--- config.mk ---
export PLATFORM = sky130hd
export DESIGN_NAME = iterative_shifter
export DESIGN_NICKNAME = d
export VERILOG_FILES = /design/src/rtl/shifter_pkg.sv /design/src/rtl/shift1_bidir.sv /design/src/rtl/iterative_shifter.sv
export SDC_FILE = /design/constraint.sdc
export NUM_CORES = 1
export LEC_CHECK = 0
export ABC_AREA = 1
export BUFFER_PORTS_ARGS = -buffer_cell sky130_fd_sc_hd__buf_2
export CAP_MARGIN = 25
export CORE_ASPECT_RATIO = 0.6
export CORE_UTILIZATION = 30
export DETAILED_ROUTE_END_ITERATION = 10
export PLACE_DENSITY = 0.6
export SYNTH_ARGS = -nofsm -noshare
export SYNTH_HDL_FRONTEND = slang
export SYNTH_SLANG_ARGS = --single-unit
--- constraint.sdc ---
create_clock -name clk -period 1 [get_ports clk]
set_input_delay 0.1 -clock clk [delete_from_list [all_inputs] [get_ports clk]]
set_output_delay 0.1 -clock clk [all_outputs]
set_load 0.05 [all_outputs]
--- src/rtl/shifter_pkg.sv ---
// -----------------------------------------------------------------------------
// shifter_pkg
// Shared definitions for the iterative shift unit: default data and
// shift-amount widths, the direction encodings and the FSM state type.
// No ports (package).
// -----------------------------------------------------------------------------
package shifter_pkg;

  localparam int WIDTH_DEF = 16;
  localparam int SHW_DEF   = 4;

  localparam logic DIR_LEFT  = 1'b0;
  localparam logic DIR_RIGHT = 1'b1;

  typedef enum logic [1:0] {
    IDLE  = 2'd0,
    SHIFT = 2'd1,
    DONE  = 2'd2
  } state_t;

endpackage

--- src/rtl/shift1_bidir.sv ---
// -----------------------------------------------------------------------------
// shift1_bidir
// Combinational single-position shifter, one 2:1 mux per bit.
// Ports:
//   in   [WIDTH] operand
//   dir  [1]     0 = left (zero into bit 0), 1 = right (fill into MSB)
//   fill [1]     bit shifted into the MSB on a right shift
//   out  [WIDTH] shifted result
// -----------------------------------------------------------------------------
module shift1_bidir
  import shifter_pkg::*;
#(
  parameter int WIDTH = WIDTH_DEF
) (
  input  logic [WIDTH-1:0] in,
  input  logic             dir,
  input  logic             fill,
  output logic [WIDTH-1:0] out
);

  logic [WIDTH-1:0] left_val;
  logic [WIDTH-1:0] right_val;

  assign left_val  = {in[WIDTH-2:0], 1'b0};
  assign right_val = {fill, in[WIDTH-1:1]};
  assign out       = (dir == DIR_RIGHT) ? right_val : left_val;

endmodule

--- src/rtl/iterative_shifter.sv ---
// -----------------------------------------------------------------------------
// iterative_shifter
// Multi-cycle shift unit: one bidirectional one-bit stage iterated shamt
// times under an IDLE/SHIFT/DONE FSM with a start/done handshake.
// Optional feature macro: ITERATIVE_SHIFTER_ARITH_EN -- when defined, a right
// shift with arith=1 fills with the MSB; otherwise arith is ignored.
// Ports:
//   clk      [1]     rising-edge clock
//   rst_n    [1]     asynchronous active-low reset
//   start    [1]     launch request, honoured only in IDLE
//   dir      [1]     0 = left, 1 = right
//   arith    [1]     sign-fill request for right shifts
//   data_in  [WIDTH] operand
//   shamt    [SHW]   shift amount
//   busy     [1]     high while not IDLE
//   done     [1]     one-cycle result-valid pulse
//   data_out [WIDTH] working/result register
// -----------------------------------------------------------------------------
module iterative_shifter
  import shifter_pkg::*;
#(
  parameter int WIDTH = WIDTH_DEF,
  parameter int SHW   = SHW_DEF
) (
  input  logic             clk,
  input  logic             rst_n,
  input  logic             start,
  input  logic             dir,
  input  logic             arith,
  input  logic [WIDTH-1:0] data_in,
  input  logic [SHW-1:0]   shamt,
  output logic             busy,
  output logic             done,
  output logic [WIDTH-1:0] data_out
);

  state_t           state;
  logic [SHW-1:0]   cnt;
  logic             dir_q;
  logic             fill;
  logic [WIDTH-1:0] shifted;

`ifdef ITERATIVE_SHIFTER_ARITH_EN
  logic arith_q;

  // The working register's MSB is the original sign for the whole operation,
  // since every right step copies it back in.
  assign fill = arith_q & data_out[WIDTH-1];
`else
  logic unused_arith;

  assign unused_arith = arith;
  assign fill         = 1'b0;
`endif

  shift1_bidir #(.WIDTH(WIDTH)) u_stage (
    .in   (data_out),
    .dir  (dir_q),
    .fill (fill),
    .out  (shifted)
  );

  // busy and done are registered alongside the state so they change on the
  // same edge as the state they describe.
  always_ff @(posedge clk or negedge rst_n) begin
    if (!rst_n) begin
      state    <= IDLE;
      cnt      <= '0;
      dir_q    <= DIR_LEFT;
      data_out <= '0;
      busy     <= 1'b0;
      done     <= 1'b0;
`ifdef ITERATIVE_SHIFTER_ARITH_EN
      arith_q  <= 1'b0;
`endif
    end else begin
      case (state)
        IDLE: begin
          if (start) begin
            data_out <= data_in;
            cnt      <= shamt;
            dir_q    <= dir;
`ifdef ITERATIVE_SHIFTER_ARITH_EN
            arith_q  <= arith;
`endif
            busy     <= 1'b1;
            if (shamt == '0) begin
              state <= DONE;
              done  <= 1'b1;
            end else begin
              state <= SHIFT;
            end
          end
        end
        SHIFT: begin
          data_out <= shifted;
          cnt      <= cnt - 1'b1;
          if (cnt == SHW'(1)) begin
            state <= DONE;
            done  <= 1'b1;
          end
        end
        DONE: begin
          state <= IDLE;
          busy  <= 1'b0;
          done  <= 1'b0;
        end
        default: begin
          state <= IDLE;
          busy  <= 1'b0;
          done  <= 1'b0;
        end
      endcase
    end
  end

endmodule

==> impl_metrics.yaml <==
cts:
  cts.sinks: 25
  root_buffer: "clkbuf_8"
  cts_tree: "built"
  h-tree-depth: 1
  clkTransAtPathRegs_ps: 90
  clockBufferDepth: 2
  clk_latency_ps: 270
  numCtsBuffers: 3
power:
  p_clk_share_pct: 7.1
  p_total_mw: 8.50
  power.leakage_nw: 1.06
  pwr-share-comb_pct: 68.1
  seq_power_share_pct: 24.7
  powerDensity_nw_per_um2: 4030
  switching_power_mw: 4.26
  p_int_mw: 4.24
  ir_drop_mv: 1.70
  power_switching_share_pct: 50.2
grt:
  grt_overflow: 0
  grt_max_degree: 26
  grt_pass1_vias: 1235
  grt_pass1_wl_um: 6040
  grt_usage_pct: 16.0
  antenna_found_initial: 0
placement:
  dpl.cell_count: 302
  dp_hpwl_um: 2750
  place_congestion: 0.800
  port_buffers: 41
timing:
  rsz0062_at_grt: "yes"
  fin_tns_setup_ps: -1960
  tightest_slew_ps: 209
  fmax_mhz: 897
  setup_viol: 23
  slew_headroom_pct: 86.1
  holdWs_ps: 86.5
  period_share_pct: 111
  setup_ws_ps: -115
  slew_violations: 0
  hold_violations: 0
  fin_worst_skew_ps: 2.28
  post-route-min-period_ps: 1110
cells_and_area:
  antennaDiodeCount: 0
  fin_cells: 316
  final_nets: 284
  drive_gt1_share_pct: 43.0
  layout.area.seq_um2: 637
  final_util_pct: 49.3
  nFillCells: 433
  multi_input_area_um2: 729
  syn_to_final_growth_pct: 50.8
synthesis:
  synthTopCellsByCount: "73 x nand2_1, 25 x dfrtp_1, 19 x nor2_1, 16 x a21oi_1, 10 x o21ai_0"
  syn_area_um2: 1400
  synth_top_cell_by_area: "dfrtp_1"
  synth.most_common_cell: "nand2_1"
  ys_async_sr_fraction_pct: 100
  synth_cell_types: 18
  ys_warn_count: 0
  syn_area_per_cell_um2: 7.44
  synth_top_area_share_pct: 44.7
  synth_edf_count: 0
  yosysSeqAreaShare_pct: 44.7
  synth.area.top_cells: "dfrtp_1 45%, nand2_1 20%, a21oi_1 5.7%"
  synthFlopType: "dfrtp_1"
  postSynthCellCount: 188
  synth_seq_cells: 25
  synth_nets: 215
drt:
  drtIter0Drc: 74
  routed_wl_um: 3780
  ant_nets: 0
  via_per_inst: 4.59
  drc: 0
  vias: 1452
  dr.pass1.iters: 4
  wl_per_cell_um: 11.9
floorplan:
  coreArea_um2: 4280
  row_count: 18
  initial_core_util_pct: 32.7
  ioPinCount: 43
  die-width_um: 90.2
  floorplan.die.height_um: 54.9
  fp.dieArea_um2: 4950
worst_setup_path:
  critPathRequiredTime_ps: 1160
  crit_path_start_kind: "flip-flop"
  worstPathMaxFanout: 12
  crit_type: "flip-flop to flip-flop"
  worstPathArrival_ps: 1270
  end_kind: "flip-flop"
status:
  violations: "negative setup slack"
  outcome: "complete, but fails checks"
worst_hold_path:
  hp-class: "input port to flip-flop"
flow_run:
  drv_cap: 0
[metrics by stage]
| step | instance area (um^2) | setup WS, ps |
|---|---|---|
| 2_1_floorplan | 1410 | -66.1 |
| 3_3_place_gp | 1820 | -141 |
| 3_5_place_dp | 1820 | -167 |
| 4_1_cts | 2000 | -130 |
| 5_1_grt | 2110 | -189 |
| 6_report | 2110 | -115 |
[worst max-delay path, cell delays in order (launching register included)]
cell      delay (ps)
dfrtp_1          430
inv_2             90
nor2_4            40
buf_12           140
buf_6            120
o211ai_2         130
nand2_1           60
[worst paths after layout]
| path | cells after the start | slack (ps) | from | endpoint |
|---|---|---|---|---|
| worst max-delay path | 6 | -110 | state[0] | data_out[0] |
| worst min-delay path | 3 | 90 | data_in[0] | data_out[0] |
| worst max register to register | 6 | -110 | state[0] | data_out[0] |
| worst min register to register | 2 | 490 | busy | busy |
| max in group asynchronous | 3 | 540 | rst_n | data_out[0] |
| min in group asynchronous | 3 | 300 | rst_n | data_out[3] |
[per-layer routing]
layer	part of all wire, %	GRT usage (%)
met1	52	22.7
met2	41	25.4
met3	6.5	4.37
met4	0.21	1.61
met5	0	0
[flip-flops by register name (all words and copies together) (netlist names)]
| name | cells |
|---|---|
| data_out | 16 |
| cnt | 4 |
| state | 2 |
| busy | 1 |
| dir_q | 1 |
| done | 1 |
[power by group through the flow]
stage          Sequential (mW)  Clock [mW]  Combinational, mW
5_1_grt                   2.17       0.661               6.30
3_3_place_gp              2.07           0               4.74
6_report                  2.10       0.608               5.79
4_1_cts                   2.08       0.636               5.42
3_5_place_dp              2.07           0               4.81
2_1_floorplan             3.30           0               2.14
[cells by family after synthesis]
logic type      count (synthesis)  synth area share, %
buf+inv                        18                 7.33
fa+ha+maj                       2                 1.79
simple gates                  105                 31.5
compound gates                 38                 14.7
flops                          25                 44.7
[area by class of cell]
class                   instances  area share [%]
inverters                      11            2.08
flip-flops and latches         25            30.2
multi-input cells             145            34.6
repair buffers                 71            27.5
clock buffers                   4            2.14
well taps                      60            3.56
[layout by cell type (no fill, tap or decap), types with 4 or more instances in the layout]
cell and instances:
buf_6 17, inv_1 7, dfrtp_2 9, buf_2 23, nor2_2 4, a21oi_1 13, o21ai_1 8, buf_4 27
dfrtp_1 16, nand2_1 70, o21ai_2 8, nor2_1 15, nand3_1 8
[repair_timing]
action | CTS | global route
pin swaps | 0 | 3
hold buffers | 1 | 0
cloned | 0 | 0
setup buffers | 5 | 4
gates resized for setup | 41 | 25
endpoints found under the hold margin | 25 | 0
endpoints found under the setup margin | 41 | 35
(Power assumes the default switching activity.)
